## src/rtl/fir_output_capture.sv

```systemverilog
// fir_output_capture: sink for the FIR output stream.
// Discards SKIP start-up samples, stores DEPTH samples while tracking the
// signed peak, then serves the buffer through a latency-1 read handshake.
module fir_output_capture #(
    parameter int WIDTH = 32,
    parameter int DEPTH = 16,
    parameter int SKIP  = 9
) (
    input  logic                     clock,
    input  logic                     reset,
    input  logic                     start,
    input  logic                     in_valid,
    input  logic [WIDTH-1:0]         yn,
    input  logic                     rd_en,
    output logic [WIDTH-1:0]         rd_data,
    output logic                     rd_valid,
    output logic                     busy,
    output logic                     done,
    output logic [$clog2(DEPTH):0]   count,
    output logic [WIDTH-1:0]         peak
);

    localparam int AW = $clog2(DEPTH);
    // Skip counter runs 0..SKIP-1; keep at least one bit so SKIP=0/1 elaborate.
    localparam int SW = (SKIP > 1) ? $clog2(SKIP) : 1;
    localparam logic [SW-1:0]    SKIP_LAST = SW'((SKIP > 0) ? (SKIP - 1) : 0);
    localparam logic [AW-1:0]    PTR_LAST  = AW'(DEPTH - 1);
    localparam logic [WIDTH-1:0] PEAK_INIT = {1'b1, {(WIDTH-1){1'b0}}};
    localparam logic [AW:0]      COUNT_ONE = {{AW{1'b0}}, 1'b1};

    typedef enum logic [1:0] {
        S_IDLE    = 2'd0,
        S_SKIP    = 2'd1,
        S_CAPTURE = 2'd2,
        S_READOUT = 2'd3
    } state_t;

    state_t            state;
    logic [SW-1:0]     skip_cnt;
    logic [AW-1:0]     wr_ptr;
    logic [AW-1:0]     rd_ptr;
    logic [WIDTH-1:0]  mem [DEPTH];

    // Two's-complement comparison used by the peak tracker.
    function automatic logic signed_gt(input logic [WIDTH-1:0] a,
                                       input logic [WIDTH-1:0] b);
        return $signed(a) > $signed(b);
    endfunction

    // busy reflects the state directly: high whenever a capture is in flight.
    always_comb begin
        busy = (state != S_IDLE);
    end

    // Sample buffer; contents need no reset, writes only while capturing.
    always_ff @(posedge clock) begin
        if (state == S_CAPTURE && in_valid) begin
            mem[wr_ptr] <= yn;
        end
    end

    // Capture FSM with its counters, pointers and registered outputs.
    always_ff @(posedge clock or posedge reset) begin
        if (reset) begin
            state    <= S_IDLE;
            skip_cnt <= '0;
            wr_ptr   <= '0;
            rd_ptr   <= '0;
            rd_data  <= '0;
            rd_valid <= 1'b0;
            done     <= 1'b0;
            count    <= '0;
            peak     <= '0;
        end else begin
            rd_valid <= 1'b0;
            done     <= 1'b0;
            case (state)
                S_IDLE: begin
                    // Sample on the start cycle itself is deliberately ignored.
                    if (start) begin
                        skip_cnt <= '0;
                        wr_ptr   <= '0;
                        rd_ptr   <= '0;
                        count    <= '0;
                        peak     <= PEAK_INIT;
                        state    <= (SKIP > 0) ? S_SKIP : S_CAPTURE;
                    end
                end
                S_SKIP: begin
                    if (in_valid) begin
                        if (skip_cnt == SKIP_LAST) begin
                            state <= S_CAPTURE;
                        end else begin
                            skip_cnt <= skip_cnt + {{(SW-1){1'b0}}, 1'b1};
                        end
                    end
                end
                S_CAPTURE: begin
                    if (in_valid) begin
                        wr_ptr <= wr_ptr + {{(AW-1){1'b0}}, 1'b1};
                        count  <= count + COUNT_ONE;
                        if (signed_gt(yn, peak)) begin
                            peak <= yn;
                        end
                        // Stop at DEPTH writes; no wrap-around overwrite.
                        if (wr_ptr == PTR_LAST) begin
                            state <= S_READOUT;
                        end
                    end
                end
                S_READOUT: begin
                    if (rd_en) begin
                        rd_data  <= mem[rd_ptr];
                        rd_valid <= 1'b1;
                        rd_ptr   <= rd_ptr + {{(AW-1){1'b0}}, 1'b1};
                        if (rd_ptr == PTR_LAST) begin
                            done  <= 1'b1;
                            state <= S_IDLE;
                        end
                    end
                end
                default: begin
                    state <= S_IDLE;
                end
            endcase
        end
    end

endmodule

```

## config.mk

```make
export PLATFORM = sky130hd
export DESIGN_NAME = fir_output_capture
export DESIGN_NICKNAME = d
export VERILOG_FILES = /design/src/rtl/fir_output_capture.sv
export SDC_FILE = /design/constraint.sdc
export NUM_CORES = 1
export LEC_CHECK = 0
export CORE_ASPECT_RATIO = 2
export CORE_MARGIN = 1
export CORE_UTILIZATION = 55
export CTS_BUF_LIST = sky130_fd_sc_hd__clkbuf_2
export CTS_CLUSTER_DIAMETER = 40
export CTS_CLUSTER_SIZE = 25
export DETAILED_ROUTE_END_ITERATION = 7
export HOLD_SLACK_MARGIN = 0.02
export PLACE_DENSITY = 0.74
export SETUP_SLACK_MARGIN = 0.5
export SLEW_MARGIN = 25
export SYNTH_ARGS = -nofsm -noshare
export SYNTH_HDL_FRONTEND = slang
export SYNTH_SLANG_ARGS = --single-unit
```

## constraint.sdc

```tcl
create_clock -name clock -period 4.34 [get_ports clock]
set_clock_uncertainty 0.1 [all_clocks]
set_input_delay 0.651 -clock clock [delete_from_list [all_inputs] [get_ports clock]]
set_output_delay 0.651 -clock clock [all_outputs]
set_load 0.05 [all_outputs]
```

# --- After elaboration in Yosys (flattened, before gate mapping) ---
# Memory sizes are Yosys's and may differ from the RTL's. A register that Yosys moved wholly into a read port is not among the register bits.
# Index checks and enable logic that the tools add are counted.
totals:
  ramBits: 512
  ff_bits: 53
  input_bits: 37
  mem_count: 1
mem_list:
  columns: ["name", "words", "width", "read_ports", "rd_clocked_by_memory_dff", "wr", "line_no", "text"]
  rows:
  - ["mem", 16, 32, 1, 1, 1, "42", "logic [WIDTH-1:0] mem [DEPTH];"]
classes:
  n_mux: 30
  eq_ne: 15
  add_sub_neg: 4
  reduce_logical: 12
  n_lt_le_gt_ge: 1
op_table:
  columns: ["operator", "n"]
  rows:
  - ["32-bit two-way mux", 3]
  - ["32-bit one-hot mux with 2 select lines", 1]
  - ["32-bit greater-than comparator", 1]
  - ["4-bit one-hot mux with 2 select lines", 3]
  - ["4-bit two-way mux", 5]
  - ["2-bit two-way mux", 7]
  - ["2-bit inequality test (second input constant)", 7]
  - ["4-bit by 1-bit adder with 4-bit output (second input constant)", 3]
  - ["4-bit == test (second input constant)", 3]
  - ["5-bit two-way mux", 2]
  - ["5-bit one-hot mux with 2 select lines", 1]
  - ["2-bit one-hot mux with 4 select lines", 1]
  - ["4-bit AND reduction", 2]
  - ["2-bit nonzero test", 4]
  - ["1-bit two-way mux", 7]
  - ["7-bit AND reduction", 1]
  - ["3-bit AND reduction", 2]
  - ["5-bit by 1-bit adder with 5-bit output (second input constant)", 1]
  - ["2-bit == test (second input constant)", 2]
  - ["2-bit by 1-bit inequality test with 1-bit output (second input constant)", 2]
  - ["2-bit by 1-bit == test with 1-bit output (second input constant)", 1]
  - ["2-bit zero test", 1]
  - ["2-bit AND reduction", 1]
  - ["1-bit logical AND", 1]

# --- Depth between registers and ports, before layout ---
logic_depth:
  word_depth: 4
  ltp_mapped: 10
  ltp_nobuf: 9

# --- Worst setup path after synthesis ---
# Ideal clock, no wire load.
synth_path:
  path_kind: "register to register"
  startpoint: "register state[0]"
  endpoint: "memory mem[3][0], enable pin"
  setup_slack_ns: 1.159
  setup_time_ns: 0.421
  n_path_buf: 1
  arrival_time_ns: 2.660
  stages_incl_launch_ff: 8
  cell_sequence: "dfrtp_1 > inv_1 > ha_1 > clkbuf_1 > nand2_1 > nor2_1 > nand2_1 > nor2_1"
synth_via:
  elab_chain_len: 4
synth_lines:
  columns: ["element", "line_no", "text"]
  rows:
  - ["start: declaration", "38", "state_t state;"]
  - ["start signal: assignment", "86", "state <= (SKIP > 0) ? S_SKIP : S_CAPTURE;"]
  - ["2-bit == test", "57", "if (state == S_CAPTURE && in_valid) begin"]
  - ["1-bit logical AND", "57", null]
  - ["1-bit two-way mux", "57", null]
  - ["1-bit two-way mux (not written as such)", "58", "mem[wr_ptr] <= yn;"]
  - ["end: declaration", "42", null]
# Every way passes these cells.

# --- Final worst setup path ---
layout_path:
  startpoint: "register state[1]"
  endpoint: "output port busy"
layout_via:
  elab_chain_len: 1
layout_lines:
  columns: ["element", "line_no", "text"]
  rows:
  - ["2-bit nonzero test", "52", "busy = (state != S_IDLE);"]
  - ["end: declaration", "17", "output logic busy,"]
# Every way passes these cells.

==> impl_metrics.tcl <==
set metrics [dict create \
    status "complete, no violations" \
    routed_wl_microns 53380 \
    hold_violations 0 \
    antenna_found_initial 1 \
    core.rowCount 107 \
    cp_slowest_cell "clkdlybuf4s50_1" \
    clkSlewWorstSetupHoldPaths_ps 380 \
    final_common_cell "edfxtp_1" \
    crit_path_end_kind "output port" \
    htreeDepth 2 \
    drc 0 \
    syn_area_sq_um 23890 \
    worstHoldPathType "in2reg" \
    max_slew_margin_pct 37.53 \
    finalCoreUtilization_pct 62.27 \
    synthToLayoutAreaGrowth_pct 11.33 \
    syn-instance-count 1172 \
    cts_setup_buffers 0 \
    gr-usage-all-layers_pct 25.23 \
    route.met2.wl_microns 29010 \
    die_h_microns 296.7 \
    grt_pass1_wl_microns 78830 \
    highest_layer "met4" \
    finalPower_w 0.01404 \
    fmax_mhz 285.4 \
    critPathArrivalTime_ps 2750 \
    wl_met1_microns 19470 \
    grt_pass1_vias 12440 \
    synth_cell_types 41 \
    power.leakage_nw 9.057 \
    vias_per_cell 6.181 \
    place_congestion 0.7854 \
    wl_per_cell_microns 28.07 \
    io_buffers 108 \
    layout_common_cells "edfxtp_1 (512), mux4_2 (160), clkdlybuf4s50_1 (108), dfrtp_1 (81), inv_1 (73)" \
    crit_top_cell "inv_1" \
    synthTopCellsByArea "edfxtp_1 (64%), mux4_2 (15%), dfrtp_1 (8.9%)" \
    irDropWorstVdd_mv 0.3518 \
    root_buffer "clkbuf_2" \
    ant_nets 0 \
    ios 109 \
    maxCapViolCount 0 \
    synth_seq_cells 597 \
    synth_edf_count 512 \
    synthFlopType "edfxtp_1" \
    maxSlewViolCount 0 \
    fin_crit_ps 3504 \
    critPathLaunchType "flip-flop" \
    critPathMaxFanout 7 \
    drt_iter0_drc 1027 \
    die_w_microns 149.4 \
    drive_gt1_share_pct 25.31 \
    initial_core_util_pct 55.93 \
    place_ws_ps 290.2 \
    core_sq_um 42710 \
    required_ps 3590 \
    vias 11760 \
    clkLatencyLatePin_ps 1000 \
    met3_length_microns 2698 \
    grt_max_degree 70 \
    power_density_nw_per_um2 527.9 \
    dp_hpwl_microns 32740 \
    clock-sinks 597 \
    critPathMaxStageDelay_ps 830 \
    tightest_slew_ps 937.0 \
    cp_cell_sequence "inv_1, ha_1, inv_1, clkdlybuf4s50_1" \
    synthArstFlopShare_pct 14.24 \
    ys_seq_area_share_pct 73.27 \
    rsz0062_at_grt "false" \
    worstSetupPathType "reg2out" \
    fin_setup_tns_ps 0 \
    synth_top_cell_by_area "edfxtp_1" \
    overflow 0 \
    cts_buffers 37 \
    fin_nets 1411 \
    setup_viol 0 \
    synth_warnings 0 \
    syn_area_per_cell_sq_um 20.38 \
    dr.pass1.iters 5 \
    finalCritPeriodShare_pct 80.73 \
    syn_nets 1253 \
    die_area_sq_um 44320 \
    clockBufferDepth 3 \
    synthDominantCellAreaShare_pct 64.36 \
    cts_tree "built" \
    setup_ws_ps 836.5 \
]
[worst max-delay path: cells and delay by family (launching register included)]
family	cells	cell delay, ps
buffers and inverters	3	1020
flip-flops	1	490
adder cells (fa/ha/maj)	1	270
[final timing paths]
| kind | from | endpoint | slack [ps] | cells after the start |
|---|---|---|---|---|
| worst min register to register | rd_data[23] | rd_data[23] | 450 | 1 |
| min in group asynchronous | reset | rd_data[3] | 580 | 3 |
| max in group asynchronous | reset | rd_data[23] | 2770 | 4 |
| worst max register to register | peak[15] | peak[4] | 970 | 10 |
| worst min-delay path | yn[24] | peak[24] | 180 | 3 |
| worst max-delay path | state[1] | busy | 840 | 4 |
[layer usage]
layer	track usage (%)	up-vias
li1	-	5003
met1	31.58	6230
met2	44.57	425
met5	0	-
met3	2.320	98
met4	10.52	0
[power breakdown]
part	switching [W]	leakage, nW	internal (W)
Sequential	0.000399	5.67	0.00665
Combinational	0.00254	3.06	0.00207
Clock	0.00182	0.319	0.000551
[per-stage QoR]
step | cell area [sq um] | cells | hold slack, ps
after floorplan | 23890 | 1172 | 404.4
after global placement | 26040 | 1835 | 389.6
after detailed placement | 26040 | 1835 | 395.4
after CTS | 26590 | 1900 | 62.59
after global routing | 26590 | 1901 | 101.7
final | 26600 | 1902 | 176.2
[cell families (layout without fill, tap and decap cells)]
family	Yosys count	count (layout)	share of synthesized area [%]
xor gates and xnor gates	7	7	0.2567
DFF	597	597	73.27
buffers and inverters	127	310	2.357
adders and majority gates	44	44	2.305
and+or+nand+nor	120	120	2.420
other	0	2	0
muxes	227	227	18.07
AOI/OAI and AO/OA	50	50	1.325
[sequential cells by signal (all words and copies together) (netlist names)]
register and cells:
mem 512, peak 32, rd_data 32, count 5, rd_ptr 4, skip_cnt 4
wr_ptr 4, state 2, done 1, rd_valid 1
[layout make-up]
type / count / area [sq um]
antenna: 2 / 5.005
clock buffer: 38 / 190.2
clock inverter: 26 / 346.6
fill: 2921 / 16110
inverter: 74 / 280.3
multi-input combinational: 448 / 5853
sequential: 597 / 17510
tap: 545 / 681.9
timing repair buffer: 172 / 1727
[cell usage after synthesis (2+ instances only)]
cell type    n
buf_6       10
ha_1        44
a21o_1       2
o211ai_1     2
xor2_1       7
o21ai_0     13
and4_1       3
and2_1      12
mux2i_1     33
mux2_1       2
mux2_2      32
nand4_1     13
a31oi_1      2
dfrtp_1     85
nand2_1     51
a22o_1       6
a221o_1      2
and3_1       4
nor2_1      14
buf_2        9
nor4_1       2
nor3_1       3
nand3_1     12
edfxtp_1   512
mux4_2     160
clkbuf_1    34
a21oi_1     16
inv_1       74
[timing repair]
item / CTS / global route
hold endpoints to repair: 24 / 0
hold buffers: 1 / 0
gates resized for setup: 0 / 0
Power figures use the tool's default switching activity.
